[config.mk]
export PLATFORM = sky130hd
export DESIGN_NAME = instr_fetch
export DESIGN_NICKNAME = d
export VERILOG_FILES = /design/src/rtl/instr_fetch_pkg.sv /design/src/rtl/instr_fetch_fifo.sv /design/src/rtl/instr_fetch.sv
export SDC_FILE = /design/constraint.sdc
export NUM_CORES = 1
export LEC_CHECK = 0
export BUFFER_PORTS_ARGS = -buffer_cell sky130_fd_sc_hd__buf_2
export CORE_MARGIN = 2
export CORE_UTILIZATION = 45
export CTS_CLUSTER_SIZE = 25
export DETAILED_ROUTE_END_ITERATION = 12
export GPL_ROUTABILITY_DRIVEN = 0
export GPL_TIMING_DRIVEN = 1
export PLACE_DENSITY_LB_ADDON = 0.08
export SLEW_MARGIN = 10
export SYNTH_ARGS = -nofsm -noshare
export SYNTH_HDL_FRONTEND = slang
export SYNTH_SLANG_ARGS = --single-unit
[constraint.sdc]
create_clock -name clk -period 8.1 [get_ports clk]
set_clock_uncertainty 0.05 [all_clocks]
set_input_delay 1.215 -clock clk [delete_from_list [all_inputs] [get_ports clk]]
set_output_delay 1.215 -clock clk [all_outputs]
set_load 0.05 [all_outputs]
[src/rtl/instr_fetch_pkg.sv]
// Shared encodings for the instruction-fetch stage: request FSM states,
// the bubble instruction and the instruction stride.
package instr_fetch_pkg;

  typedef enum logic [1:0] {
    IF_IDLE    = 2'b00,
    IF_WAIT    = 2'b01,
    IF_DISCARD = 2'b10
  } if_state_t;

  localparam logic [31:0] BUBBLE_INSTR = 32'h0000_0000;
  localparam logic [31:0] INSTR_BYTES  = 32'd4;

endpackage

[src/rtl/instr_fetch_fifo.sv]
// Two-entry {pc, instr} fetch buffer. Entry 0 is always the head, so the
// head is read straight from a register with no read-pointer mux.
module fetch_fifo (
  input  logic        clk,
  input  logic        rst,
  input  logic        push,
  input  logic        pop,
  input  logic        clear,
  input  logic [63:0] din,
  output logic [63:0] head,
  output logic [1:0]  count
);

  logic [63:0] entry0;
  logic [63:0] entry1;

  always_ff @(posedge clk or posedge rst) begin
    if (rst) begin
      count <= 2'd0;
    end else if (clear) begin
      count <= 2'd0;
    end else begin
      count <= count + {1'b0, push} - {1'b0, pop};
    end
  end

  // Payload carries no reset; validity is qualified by count alone.
  always_ff @(posedge clk) begin
    if (!clear) begin
      if (push && pop) begin
        if (count == 2'd2) begin
          entry0 <= entry1;
          entry1 <= din;
        end else begin
          entry0 <= din;
        end
      end else if (push) begin
        if (count == 2'd0) begin
          entry0 <= din;
        end else begin
          entry1 <= din;
        end
      end else if (pop) begin
        entry0 <= entry1;
      end
    end
  end

  assign head = entry0;

endmodule

[src/rtl/instr_fetch.sv]
// Instruction-fetch stage: PC ownership, one-outstanding-request memory
// handshake, redirect handling and a 2-entry buffer feeding IF/ID.
module instr_fetch
  import instr_fetch_pkg::*;
#(
  parameter logic [31:0] RESET_PC = 32'h0000_0000
) (
  input  logic        clk,
  input  logic        rst,
  input  logic        is_stall,
  input  logic        is_redirect,
  input  logic [31:0] redirect_pc,
  output logic        imem_req,
  output logic [31:0] imem_addr,
  input  logic        imem_ready,
  input  logic [31:0] imem_rdata,
  output logic [31:0] PC_address_out,
  output logic [31:0] instr_out,
  output logic        instr_valid
);

  if_state_t   state;
  if_state_t   state_next;
  logic [31:0] pc;
  logic [31:0] pc_next;
  logic [31:0] target_pc;
  logic        push;
  logic        pop;
  logic        clear;
  logic        space;
  logic [1:0]  count;
  logic [63:0] head;

  assign target_pc   = redirect_pc & ~32'd3;
  assign instr_valid = (count != 2'd0);
  assign pop         = instr_valid && !is_stall && !is_redirect;
  assign space       = (count - {1'b0, pop}) < 2'd2;

  always_comb begin
    state_next = state;
    pc_next    = pc;
    push       = 1'b0;
    clear      = 1'b0;
    case (state)
      IF_IDLE: begin
        if (is_redirect) begin
          clear   = 1'b1;
          pc_next = target_pc;
        end
        if (space) state_next = IF_WAIT;
      end
      IF_WAIT: begin
        if (is_redirect) begin
          clear      = 1'b1;
          pc_next    = target_pc;
          state_next = imem_ready ? IF_WAIT : IF_DISCARD;
        end else if (imem_ready) begin
          push    = 1'b1;
          pc_next = pc + INSTR_BYTES;
          if ((count + 2'd1 - {1'b0, pop}) == 2'd2) state_next = IF_IDLE;
        end
      end
      IF_DISCARD: begin
        // The stale request stays on the bus; only the target PC moves.
        if (is_redirect) begin
          clear   = 1'b1;
          pc_next = target_pc;
        end
        if (imem_ready) state_next = IF_WAIT;
      end
      default: state_next = IF_IDLE;
    endcase
  end

  // Address tracks the PC except while an abandoned request is still pending.
  always_ff @(posedge clk or posedge rst) begin
    if (rst) begin
      state     <= IF_IDLE;
      pc        <= RESET_PC;
      imem_req  <= 1'b0;
      imem_addr <= RESET_PC;
    end else begin
      state    <= state_next;
      pc       <= pc_next;
      imem_req <= (state_next != IF_IDLE);
      if (state_next != IF_DISCARD) imem_addr <= pc_next;
    end
  end

  fetch_fifo u_fifo (
    .clk   (clk),
    .rst   (rst),
    .push  (push),
    .pop   (pop),
    .clear (clear),
    .din   ({pc, imem_rdata}),
    .head  (head),
    .count (count)
  );

  assign PC_address_out = instr_valid ? head[63:32] : 32'd0;
  assign instr_out      = instr_valid ? head[31:0]  : BUBBLE_INSTR;

endmodule

==> summary.md <==
| Metric | Value |
|---|---|
| Status | finished, final reports clean |
| Initial antenna violation count | 0 |
| # DRC | 0 |
| PortBufs | between 150 and 200 |
| Register area share after synthesis | about 62% |
| Synth area leader | edfxtp_1 |
| Synth Area in Simple Gates | a little over an eighth |
| Main flop type after synthesis | edfxtp_1 |
| Crit share post-route | ~45% |
| Top Ports | about 170 |
| CP arrival | 3760 ps |
| 1st-pass router iterations | 6 |
| Number of global-route vias before repair | roughly 6,300 |
| Setup violations, final | 0 |
| Fill cells | approximately 1,700 |
| Post-DR wirelength/cell | just under 20 um |
| Power per cell area | ~380 nW/um^2 |
| Largest net degree at the start of global routing | 70 |
| Core box area | 19,500 um^2 |
| Most frequent cell after synthesis | edfxtp_1 |
| Mapped Area | 8950 um^2 |
| Final ANT Viol Nets | 0 |
| Drt total wl | 21,500 um |
| # rows | 51 |
| Postcts setup bufs | 0 |
| CTS Hold Bufs | 0 |
| Post-synth EDFFs | about 130 |
| Slowest stage delay, CP | approximately 700 ps |
| Post-synthesis instance total | roughly 700 |
| Worst vdd ir | approximately 0.00024 V |
| Clock Sinks | between 150 and 200 |
| Syn_area_per_cell | around 13 um^2 |
| Sequential Area | around 5600 um^2 |
| Setup slack after layout | approximately 4500 ps |
| Hold Crit Class | reg -> reg |
| FFs w/ async S/R, synth | 35.0% |
| Fin cells | 1,121 |
| First DRT Iteration DRCs | 513 |
| Clk_lat worst skew | ~430 ps |
| Net Count, Synth | 772 |
| Least-Margin Pin Slew | between 900 and 1000 ps |
| Hpwl dp | between 10,000 and 15,000 um |
| Setup WS pre-CTS | 4010 ps |
| Crit start category | input port |
| CP max-delay cell | buf_4 |
| Critical-path maximum fanout | between 60 and 70 |
| Layout area overhead | 18.8% |
| CTS clk-pin slew, worst paths | ~70 ps |
| Mean number of vias per cell | 5.60 |
| Starting Density | a little under half |
| TritonCTS clock tree | yes |
| Post_cts resized | 0 |
| Area share of the leading cell type in the synthesized netlist | between 40% and 50% |
| Max Freq | 0.275 GHz |
| Multi-input combinational cell area | approximately 3200 um^2 |
| Final hold viol count | 0 |
| Leakage Power | 4.18 nW |
| Clock Path Buffers | 2 |
| Total CTS buffers | 17 |
| Die ar. | between 20,000 and 25,000 um^2 |
| Final net count | around 900 |
| RSZ-0062 raised after global routing | false |
| Synth Warn # | 0 |
| Most frequent cells after synthesis | edfxtp_1 (128), mux2_2 (82), and2_1 (69), dfrtp_1 (69), nand2_1 (42) |
| Final TNS setup | 0 ps |
| Width of the die | between 100 and 150 um |
| Placed insts | between 1,000 and 1,500 |
| Root Driver | clkbuf_16 |
| WP data required | 8230 ps |
| Via Count | 6,277 |
| Max cap viols | 0 |
| Slew headroom | 38.5% |
| Clock H-tree levels | 4 |
| Multiplexer share of the synthesized area | 10.9% |
| Area contributors post-synth | edfxtp_1 (43%), dfrtp_1 (19%), mux2_2 (10%) |
| Critical path type | in -> reg |
| Crit. End Element | flop |
| First-pass GRT wire length | ~34,000 um |
| Yosys reg bits | 197 |
| Total global routing overflow | 0 |
| Synth Area in XOR/XNOR | less than 1% |
| Fin. max-slew vios | 0 |
| Vert. Die Dim | ~140 um |
| N_diodes | 0 |
| Post-Synth Adder-Cell Area | less than 1% |
| Fin crit period | 3630 ps |
| Post-synth cell types | between 60 and 70 |
| GR Util All Layers | around 21% |
| Fraction of the mapped netlist area in compound gates | a little under a tenth |
| Worst-path cell chain | buf_2, or2_2, nor2_1, nand2_1, nor2_4, buf_4, mux2_2 |
| Combinational family with the most area after synthesis | simple AND/OR/NAND/NOR gates |
| Layout cells sized above 1 | between 30% and 40% |
-- cell usage in the layout (no fill, tap or decap), types with 3 or more instances in the layout --
| cell type | instances |
|---|---|
| mux2i_1 | 4 |
| inv_1 | 12 |
| and3_1 | 7 |
| o31ai_1 | 7 |
| buf_2 | 164 |
| nor2b_1 | 5 |
| a311o_1 | 3 |
| o21ai_0 | 17 |
| a211oi_1 | 4 |
| nor3_1 | 10 |
| o22ai_1 | 13 |
| bufinv_16 | 3 |
| clkbuf_16 | 18 |
| xnor2_1 | 6 |
| nand3b_1 | 3 |
| nor2_1 | 40 |
| edfxtp_1 | 128 |
| clkinvlp_4 | 3 |
| and2_1 | 69 |
| nand4_1 | 12 |
| buf_4 | 7 |
| nand2_1 | 42 |
| clkinv_2 | 3 |
| nand3_1 | 8 |
| a31oi_1 | 4 |
| ha_1 | 4 |
| o32ai_1 | 6 |
| nor4_1 | 9 |
| a22oi_1 | 5 |
| mux2_2 | 82 |
| nand2b_1 | 4 |
| a21oi_1 | 23 |
| dfrtp_1 | 69 |
-- final timing paths --
| kind | start | end | slack, ps | cells after the start |
|---|---|---|---|---|
| min in group asynchronous | rst | imem_addr[8] | 1000 | 3 |
| hold / removal | pc[1] | u_fifo.entry1[33] | 430 | 0 |
| hold reg to reg | pc[1] | u_fifo.entry1[33] | 430 | 0 |
| setup reg to reg | state[1] | u_fifo.head[42] | 4650 | 4 |
| setup / recovery | is_redirect | u_fifo.head[57] | 4470 | 7 |
| max in group asynchronous | rst | pc[15] | 6390 | 3 |
-- state kept, by name (all words and copies together), names as in the netlist --
register,flops
u_fifo.head,64
imem_addr,32
imem_req,1
u_fifo.count,2
state,2
u_fifo.entry1,64
pc,32
-- per-layer routing --
layer / share of wire, % / vias up / GRT usage, %
met3: 5.7 / 34 / 3.81
met2: 47 / 249 / 32.4
met4: 1.7 / 0 / 8.02
met1: 46 / 3102 / 28.2
li1: - / 2892 / -
met5: 0 / - / 0
-- critical path, delay by kind of cell --
family	cells	cell delay [ps]
buf+inv	2	1040
mux	1	420
simple gates	4	1030
-- cell type report --
type / count / share of cell area (%)
Clock inverter: 11 / 1.37
Clock buffer: 21 / 4.44
Multi-Input combinational cell: 441 / 29.9
Tap cell: 265 / 3.12
Timing Repair Buffer: 171 / 8.22
Inverter: 15 / 0.530
Sequential cell: 197 / 52.4
-- logic make-up (layout without fill, tap and decap cells) --
logic type | after synthesis | after routing
AOI/OAI and AO/OA | 118 | 118
xor gates and xnor gates | 8 | 8
adders and majority gates | 4 | 4
buffers and inverters | 61 | 218
DFF | 197 | 197
muxes | 87 | 87
and+or+nand+nor | 224 | 224
-- power by group --
group	total (mW)	switching [mW]	leakage, nW	internal (mW)
clock	0.884	0.370	0.295	0.513
combinational	1.59	1.17	1.90	0.421
sequential	1.53	0.180	1.98	1.35
-- through the flow --
| stage | total power [mW] | instance area (um^2) | hold WS, ps | util, % |
|---|---|---|---|---|
| after floorplan | 2.73 | 8950 | 370 | - |
| after global placement | 3.12 | 10000 | 399 | 51.4 |
| after detailed placement | 3.15 | 10000 | 415 | 51.4 |
| after CTS | 4.04 | 10600 | 431 | 54.6 |
| after global routing | 4.19 | 10600 | 450 | 54.6 |
| final | 4.01 | 10600 | 426 | 54.6 |
Note: power is estimated with default switching activity, not from simulation.
